--- config.mk ---
export PLATFORM = sky130hd
export DESIGN_NAME = fanout_fork_buf_flat
export DESIGN_NICKNAME = d
export VERILOG_FILES = /design/src/rtl/fanout_fork_buf_if.sv /design/src/rtl/fanout_fork_buf.sv /design/src/flat_wrapper.sv
export SDC_FILE = /design/constraint.sdc
export NUM_CORES = 1
export LEC_CHECK = 0
export CORE_AREA = 3 3 108 110
export CTS_CLUSTER_DIAMETER = 80
export DETAILED_ROUTE_END_ITERATION = 12
export DIE_AREA = 0 0 111 113
export GPL_TIMING_DRIVEN = 0
export PLACE_DENSITY = 0.84
export SYNTH_ARGS = -nofsm -noshare
export SYNTH_HDL_FRONTEND = slang
export SYNTH_SLANG_ARGS = --single-unit
export TNS_END_PERCENT = 10
--- constraint.sdc ---
create_clock -name clk -period 3.4 [get_ports clk]
set_clock_uncertainty 0.05 [all_clocks]
set_input_delay 0.51 -clock clk [delete_from_list [all_inputs] [get_ports clk]]
set_output_delay 0.51 -clock clk [all_outputs]
set_load 0.01 [all_outputs]
--- src/rtl/fanout_fork_buf_if.sv ---
// Stream bundle between one upstream producer and the NUM_OUT fanout consumers.
// Latency: none, this is only a bundle of wires.
// Backpressure: in_ready (upstream) and per-branch out_ready (downstream).
// Ports:
//   in_valid/in_data/in_ready     upstream ready/valid word
//   out_valid/out_data/out_ready  per-branch valid, shared payload, per-branch ready
// Modports: master = environment side (drives in_valid/in_data/out_ready),
//           slave  = fork stage side (drives in_ready/out_valid/out_data).
interface fanout_fork_buf_if #(
  parameter int NUM_OUT = 20,
  parameter int DATA_W  = 16
);
  logic               in_valid;
  logic [DATA_W-1:0]  in_data;
  logic               in_ready;
  logic [NUM_OUT-1:0] out_valid;
  logic [DATA_W-1:0]  out_data;
  logic [NUM_OUT-1:0] out_ready;

  modport master (
    output in_valid, in_data, out_ready,
    input  in_ready, out_valid, out_data
  );

  modport slave (
    input  in_valid, in_data, out_ready,
    output in_ready, out_valid, out_data
  );
endinterface

--- src/rtl/fanout_fork_buf.sv ---
// Registered eager-fork stage: one ready/valid stream fanned out to NUM_OUT branches.
// Latency: 1 cycle in->out; each branch may take the word in a different cycle.
// Backpressure: word retires once every branch of its mask has taken it; upstream
//   stalls until then (or until the skid slot fills when FANOUT_FORK_SKID_EN is defined).
// Ports:
//   clk, rst_n   clock and asynchronous active-low reset
//   strm         upstream/downstream handshake bundle (slave modport)
//   cfg_en       per-branch enable
//   cfg_sel      packed per-branch select fields, bit SEL_BIT routes branch onto this track
//   flush        synchronous discard of buffered word(s) and taken flags
//   xfer_cnt     count of fully delivered words (wraps)
// Option: FANOUT_FORK_SKID_EN adds a second (skid) entry so in_ready comes from flops only.
module fanout_fork_buf #(
  parameter int NUM_OUT = 20,
  parameter int DATA_W  = 16,
  parameter int SEL_W   = 8,
  parameter int SEL_BIT = 3,
  parameter int CNT_W   = 16
) (
  input  logic                     clk,
  input  logic                     rst_n,
  fanout_fork_buf_if.slave         strm,
  input  logic [NUM_OUT-1:0]       cfg_en,
  input  logic [NUM_OUT*SEL_W-1:0] cfg_sel,
  input  logic                     flush,
  output logic [CNT_W-1:0]         xfer_cnt
);

  typedef struct packed {
    logic [NUM_OUT-1:0] mask;
    logic [DATA_W-1:0]  dat;
  } entry_t;

  typedef enum logic {EMPTY, HOLD} state_t;

  state_t             state, state_d;
  entry_t             head_q, head_d, new_ent;
  logic               head_vld;
  logic [NUM_OUT-1:0] taken, taken_d;
  logic [NUM_OUT-1:0] sel_bits, in_mask, fire;
  logic               done, accept, load;
  // Select bits other than the routing bit carry no meaning for this track.
  logic               unused_sel;

`ifdef FANOUT_FORK_SKID_EN
  entry_t             skid_q, skid_d;
  logic               skid_vld, skid_vld_d;
`endif

  always_comb begin
    sel_bits = '0;
    for (int k = 0; k < NUM_OUT; k++) begin
      sel_bits[k] = cfg_sel[k*SEL_W + SEL_BIT];
    end
  end

  assign unused_sel = ^cfg_sel;
  assign in_mask    = cfg_en & sel_bits;
  assign new_ent    = {in_mask, strm.in_data};
  assign head_vld   = (state == HOLD);

  assign strm.out_valid = {NUM_OUT{head_vld}} & head_q.mask & ~taken;
  assign strm.out_data  = head_q.dat;
  assign fire           = strm.out_valid & strm.out_ready;
  // Done once every masked branch has either taken the word earlier or takes it now.
  assign done           = head_vld & ((taken | fire) == head_q.mask);

`ifdef FANOUT_FORK_SKID_EN
  // Only the skid occupancy decides readiness, so out_ready never reaches in_ready.
  assign strm.in_ready = ~flush & ~skid_vld;
`else
  assign strm.in_ready = ~flush & (~head_vld | done);
`endif

  assign accept = strm.in_valid & strm.in_ready;
  // A word routed to no branch is consumed upstream and simply vanishes.
  assign load   = accept & (|in_mask);

  always_comb begin
    state_d = state;
    head_d  = head_q;
    taken_d = taken | fire;
`ifdef FANOUT_FORK_SKID_EN
    skid_d     = skid_q;
    skid_vld_d = skid_vld;
`endif
    if (flush) begin
      state_d = EMPTY;
      taken_d = '0;
`ifdef FANOUT_FORK_SKID_EN
      skid_vld_d = 1'b0;
`endif
    end else begin
      if (done) begin
        state_d = EMPTY;
        taken_d = '0;
      end
`ifdef FANOUT_FORK_SKID_EN
      if (done && skid_vld) begin
        head_d     = skid_q;
        state_d    = HOLD;
        skid_vld_d = 1'b0;
      end
      if (load) begin
        if (state_d == HOLD) begin
          skid_d     = new_ent;
          skid_vld_d = 1'b1;
        end else begin
          head_d  = new_ent;
          state_d = HOLD;
          taken_d = '0;
        end
      end
`else
      if (load) begin
        head_d  = new_ent;
        state_d = HOLD;
        taken_d = '0;
      end
`endif
    end
  end

  always_ff @(posedge clk or negedge rst_n) begin
    if (!rst_n) begin
      state    <= EMPTY;
      head_q   <= '0;
      taken    <= '0;
      xfer_cnt <= '0;
`ifdef FANOUT_FORK_SKID_EN
      skid_q   <= '0;
      skid_vld <= 1'b0;
`endif
    end else begin
      state <= state_d;
      head_q <= head_d;
      taken <= taken_d;
      if (!flush && done) begin
        xfer_cnt <= xfer_cnt + CNT_W'(1);
      end
`ifdef FANOUT_FORK_SKID_EN
      skid_q   <= skid_d;
      skid_vld <= skid_vld_d;
`endif
    end
  end

endmodule
--- src/flat_wrapper.sv ---
// flat-port wrapper written by rule: the top's interface ports become plain ports
module fanout_fork_buf_flat 
#(
  parameter int NUM_OUT = 20,
  parameter int DATA_W  = 16,
  parameter int SEL_W   = 8,
  parameter int SEL_BIT = 3,
  parameter int CNT_W   = 16
)
  (clk, rst_n, cfg_en, cfg_sel, flush, xfer_cnt, strm_in_valid, strm_in_data, strm_out_ready, strm_in_ready, strm_out_valid, strm_out_data);
  fanout_fork_buf_if #(.NUM_OUT(NUM_OUT), .DATA_W(DATA_W)) strm_i ();
  input  logic clk;
  input  logic rst_n;
  input  logic [NUM_OUT-1:0] cfg_en;
  input  logic [NUM_OUT*SEL_W-1:0] cfg_sel;
  input  logic flush;
  output logic [CNT_W-1:0] xfer_cnt;
  input wire logic [$bits(strm_i.in_valid)-1:0] strm_in_valid;
  input wire logic [$bits(strm_i.in_data)-1:0] strm_in_data;
  input wire logic [$bits(strm_i.out_ready)-1:0] strm_out_ready;
  output wire logic [$bits(strm_i.in_ready)-1:0] strm_in_ready;
  output wire logic [$bits(strm_i.out_valid)-1:0] strm_out_valid;
  output wire logic [$bits(strm_i.out_data)-1:0] strm_out_data;
  assign strm_i.in_valid = strm_in_valid;
  assign strm_i.in_data = strm_in_data;
  assign strm_i.out_ready = strm_out_ready;
  assign strm_in_ready = strm_i.in_ready;
  assign strm_out_valid = strm_i.out_valid;
  assign strm_out_data = strm_i.out_data;
  fanout_fork_buf #(.NUM_OUT(NUM_OUT), .DATA_W(DATA_W), .SEL_W(SEL_W), .SEL_BIT(SEL_BIT), .CNT_W(CNT_W)) u_core (.clk(clk), .rst_n(rst_n), .strm(strm_i), .cfg_en(cfg_en), .cfg_sel(cfg_sel), .flush(flush), .xfer_cnt(xfer_cnt));
endmodule
# After elaboration in Yosys (flattened, before gate mapping)

Cells that the tools add are included.

Bits of input ports: 220
Output and inout port bits: 53
Register bits: 73
Memories: 0
Bits in read-only memories: 0
Latch bits: 0
Memory bits (writable): 0

Multipliers: 0
Reduce and logical (&&, ||, !) cells: 5
Multiplexer cells: 6
Div/mod/pow operators: 0
Shift-type cells: 0
Eq/ne operators: 1
Order comparisons: 0
Add/subtract/negate cells: 1
Bitwise gates (word level): 13

Operator list:

| kind                    | count |
|---|---|
| $and A20 B20 Y20        | 4 |
| $mux W20                | 3 |
| $eq A20 B20 Y1          | 1 |
| $not A20 Y20            | 1 |
| $or A20 B20 Y20         | 1 |
| $reduce_or A20 Y1       | 1 |
| $add A16 B1 Y16 const B | 1 |
| $and A1 B1 Y1           | 4 |
| $mux W1                 | 3 |
| $reduce_bool A3 Y1      | 1 |
| $not A1 Y1              | 2 |
| $reduce_and A2 Y1       | 1 |
| $logic_and A1 B1 Y1     | 1 |
| $logic_not A1 Y1        | 1 |
| $or A1 B1 Y1            | 1 |

# Longest topological paths before layout

Depth after elaboration: 12
Gate-level depth with buffers: 8
Depth with buffers taken out: 6

# Least setup slack after synthesis

Ideal clock, no wire load.

Path type: register -> output
Start point: register u_core.taken[19]
End point: output port strm_in_ready
Data required time: 2,840 ps
Path buffers: 0
Path slack: 787 ps
Cell stages (with the launch flop): 7
Arrival: 2,053 ps
Cells stage by stage: dfrtp_1 > nor2b_1 > a2111o_1 > or4_1 > nor4_4 > nor2_1 > nor2_1

Longest elaborated chain between the ends: 8

Ends and longest elaborated chain:

| item                     | RTL line               | RTL |
|---|---|---|
| start: declaration       | fanout_fork_buf.sv:39  | `logic [NUM_OUT-1:0] taken, taken_d;` |
| start signal: assignment | fanout_fork_buf.sv:137 | `taken <= taken_d;` |
| $not A20 Y20             | fanout_fork_buf.sv:62  | `assign strm.out_valid = {NUM_OUT{head_vld}} & head_q.mask & ~taken;` |
| $and A20 B20 Y20         | fanout_fork_buf.sv:62  |  |
| $and A20 B20 Y20         | fanout_fork_buf.sv:64  | `assign fire = strm.out_valid & strm.out_ready;` |
| $or A20 B20 Y20 *        | fanout_fork_buf.sv:66  | `assign done = head_vld & ((taken \| fire) == head_q.mask);` |
| $eq A20 B20 Y1 *         | fanout_fork_buf.sv:66  |  |
| $and A1 B1 Y1 *          | fanout_fork_buf.sv:66  |  |
| $or A1 B1 Y1 *           | fanout_fork_buf.sv:72  | `assign strm.in_ready = ~flush & (~head_vld \| done);` |
| $and A1 B1 Y1 *          | fanout_fork_buf.sv:72  |  |
| end: declaration         | flat_wrapper.sv:21     | `output wire logic [$bits(strm_i.in_ready)-1:0] strm_in_ready;` |

Mark *: on every way between the ends. The rest lies on a longest branch, timed or not.

# Final worst setup path

Ends and elaborated chain as after synthesis.

==> summary.md <==
| Metric | Value |
|---|---|
| Clk root buf | `clkbuf_8` |
| Critical Path Start Type | `flop` |
| Share of cells above drive strength 1 | `11.0%` |
| Syn Area/Cell | `10.4 µm²` |
| Post-DP HPWL | `8250 µm` |
| Synth Area in Compound Gates | `8.19%` |
| Netlist Area Pre-Place | `0.00373 mm²` |
| Grt ovf | `0` |
| RSZ-0062 raised after global routing | `no` |
| Commonest non-fill, non-tap cell in the layout | `clkdlybuf4s50_1` |
| Critical Path, Cell by Cell | `nor2b_1 > a2111o_1 > or4_1 > nor4_4 > nor2_1 > nor2_1 > dlygate4sd2_1` |
| Reg2reg setup slack | `550 ps` |
| Core ar. | `0.0108 mm²` |
| Post-Synth Adder-Cell Area | `0.336%` |
| Routed Antenna Nets | `0` |
| Mux share of post-synthesis cell area | `11.5%` |
| Ports | `273` |
| Die W | `111 µm` |
| Main combinational cell family by area after synthesis | `simple AND/OR/NAND/NOR gates` |
| Most frequent cells in the layout | `clkdlybuf4s50_1, dfrtp_1, inv_1, nand2_1` |
| Final count of hold timing violations | `0` |
| Hold Path Class | `in -> async` |
| ANT cells | `0` |
| Starting density of the core | `34.5%` |
| Max-cap violations | `0` |
| CTS clk-pin slew, worst paths | `80 ps` |
| Setup crit end kind | `output port` |
| Row count | `38` |
| Port buffer count | `132` |
| Critical path peak fanout | `4` |
| Worst Setup Slack, final | `164 ps` |
| Peak supply drop | `0.257 mV` |
| Die footprint | `0.0125 mm²` |
| Drt total wl | `10600 µm` |
| Via-per-instance ratio | `5.04` |
| Worst rel slew slack | `39.5%` |
| Status | `completed` |
| Post-Synth Simple-Gate Area | `19.7%` |
| CTS tree | `built` |
| Cts bufs inserted | `9` |
| Worst reg-to-reg path cell count | `8` |
| Yosys warnings | `0` |
| Area Overhead vs Synth | `47.3%` |
| Nets@finish | `725` |
| Dpl ws | `-340 ps` |
| Post-synthesis instance total | `360` |
| First-pass GRT wire length | `17200 µm` |
| Number of max-slew violations in the final report | `0` |
| Largest net degree at the start of global routing | `74` |
| Vias | `3271` |
| Slowest cell delay on critical path | `590 ps` |
| FF-to-FF Start | `u_core.taken[19]$_DFF_PN0_` |
| GRT Total Usage | `17.2%` |
| DRT iter0 DRCs | `215` |
| Placer congestion estimate | `0.883` |
| Post-layout min period | `3240 ps` |
| Seq/Total Area, Yosys | `49.0%` |
| Drt pass-1 iters | `4` |
| Final worst path period share | `95.2%` |
| Leakage | `2.43 nW` |
| Crit-path most repeated cell | `nor2_1` |
| Sum of negative setup slack | `0 ps` |
| Peak Freq | `309 MHz` |
| Slowest cell on crit path | `or4_1` |
| # hold bufs at CTS | `0` |
| DR WL/cell | `16.4 µm` |
| Distinct cells, synth | `38` |
| Worst EP required | `2840 ps` |
| #FFs+latches synth | `73` |
| Die Ht | `113 µm` |
| Vias in the first global route | `3401` |
| H-tree Lvls | `3` |
| Sinks on Clock Net | `73` |
| Pwr/cell area | `469 mW/mm²` |
| Crit path DAT | `2680 ps` |
| Antenna violations before repair | `0` |
| Post-synthesis xor/xnor area fraction | `3.52%` |
| Critical path class | `reg -> out` |
| Cell Area, Placed | `0.00522 mm²` |
| Max Buffers Root-to-Sink | `2` |
| DRC viols | `0` |
| Synthesized net count | `581` |
| Worst-Margin Slew | `907 ps` |
| Latest clock arrival within the worst-skew pair | `340 ps` |
| Final instance area | `0.00549 mm²` |
| Critical R2R Capture | `u_core.strm.out_data[10]$_DFFE_PN0P_` |
| Setup violators final | `0` |
-- power by group --
group          internal (mW)  switching [mW]  leakage (nW)
clock network          0.568           0.337         0.131
logic                  0.372           0.259          1.35
registers              0.964          0.0777         0.956
-- logic make-up (layout without fill, tap and decap cells) --
kind of cell | count (synthesis) | in the layout
buffers and inverters | 58 | 207
XOR/XNOR | 15 | 15
AO/OA/AOI/OAI | 40 | 40
AND/OR/NAND/NOR | 136 | 136
multiplexers | 37 | 37
flip-flops | 73 | 73
adder cells (fa/ha/maj) | 1 | 1
-- metrics by stage --
| step | util, % | std cells | hold slack [ps] | power [mW] |
|---|---|---|---|---|
| global route | 50.9 | 649 | 310 | 2.70 |
| global placement | 48.4 | 632 | 410 | 1.67 |
| detailed placement | 48.4 | 632 | 427 | 1.69 |
| CTS | 50.9 | 649 | 266 | 2.60 |
| finish | 50.9 | 649 | 234 | 2.58 |
| floorplan | - | 360 | 164 | 1.36 |
-- cells in the mapped netlist (all sizes together) --
cell type | n | area [µm²]
dfrtp | 73 | 1830
inv | 30 | 113
nand2 | 29 | 109
buf | 20 | 146
mux2i | 20 | 200
nor2b | 20 | 125
nor3 | 20 | 100
mux2 | 17 | 229
nand3 | 15 | 75.1
nor2 | 15 | 56.3
xnor2 | 15 | 131
a31oi | 13 | 81.3
and3 | 10 | 62.6
nand4 | 9 | 56.3
clkbuf | 8 | 30.0
a21boi | 7 | 52.6
a22oi | 5 | 37.5
a32oi | 5 | 43.8
and4 | 5 | 43.8
nor3b | 4 | 30.0
nand2b | 3 | 18.8
a211oi | 2 | 15.0
and2 | 2 | 12.5
nor4 | 2 | 27.5
o22ai | 2 | 12.5
a2111o | 1 | 11.3
a2111oi | 1 | 8.76
a21oi | 1 | 5.00
ha | 1 | 12.5
o2111ai | 1 | 8.76
o211ai | 1 | 21.3
o21a | 1 | 7.51
or4 | 1 | 7.51
or4b | 1 | 10.0
-- worst max path at each step --
stage                                           start                             to  slack, ps
after global placement                          rst_n  u_core.head_q[21]$_DFFE_PN0P_       -640
after floorplan            u_core.taken[19]$_DFF_PN0_                  strm_in_ready        790
after CTS                  u_core.taken[19]$_DFF_PN0_                  strm_in_ready         90
final                      u_core.taken[19]$_DFF_PN0_                  strm_in_ready        160
after global routing      u_core.head_vld$_DFFE_PN0P_              strm_out_valid[0]         60
after detailed placement            strm_out_ready[5]                  strm_in_ready       -340
-- critical path: cells and delay by family (launching register included) --
family,cells,cell delay (ps)
compound gates,1,400
buf+inv,1,290
flops,1,410
simple gates,5,1230
-- state kept, by name, summed over array words and instances, names as in the netlist --
| name | count |
|---|---|
| u_core.head_q | 20 |
| u_core.xfer_cnt | 16 |
| u_core.strm.out_data | 16 |
| u_core.head_vld | 1 |
| u_core.taken | 20 |
-- layer usage --
metal | global-route usage [%] | routed length [µm]
met5 | 0 | 0
met4 | 5.01 | 134
met3 | 6.36 | 1040
met2 | 27.2 | 4860
met1 | 22.1 | 4600
-- final cells by class --
class,instances,area (µm²)
clock buffer,10,128
clock inverter,6,138
buffer,28,176
multi-input combinational,229,1610
tap,140,175
inverter,30,113
timing repair buffer,133,1330
sequential,73,1830
fill,957,5300
-- repair_timing --
item                                    4_1_cts  5_1_grt
pin swaps                                     1        2
endpoints found under the setup margin        1        1
resized for setup                             1        0
gates cloned                                  0        0
buffers inserted                              1        0
(Power assumes the default switching activity.)
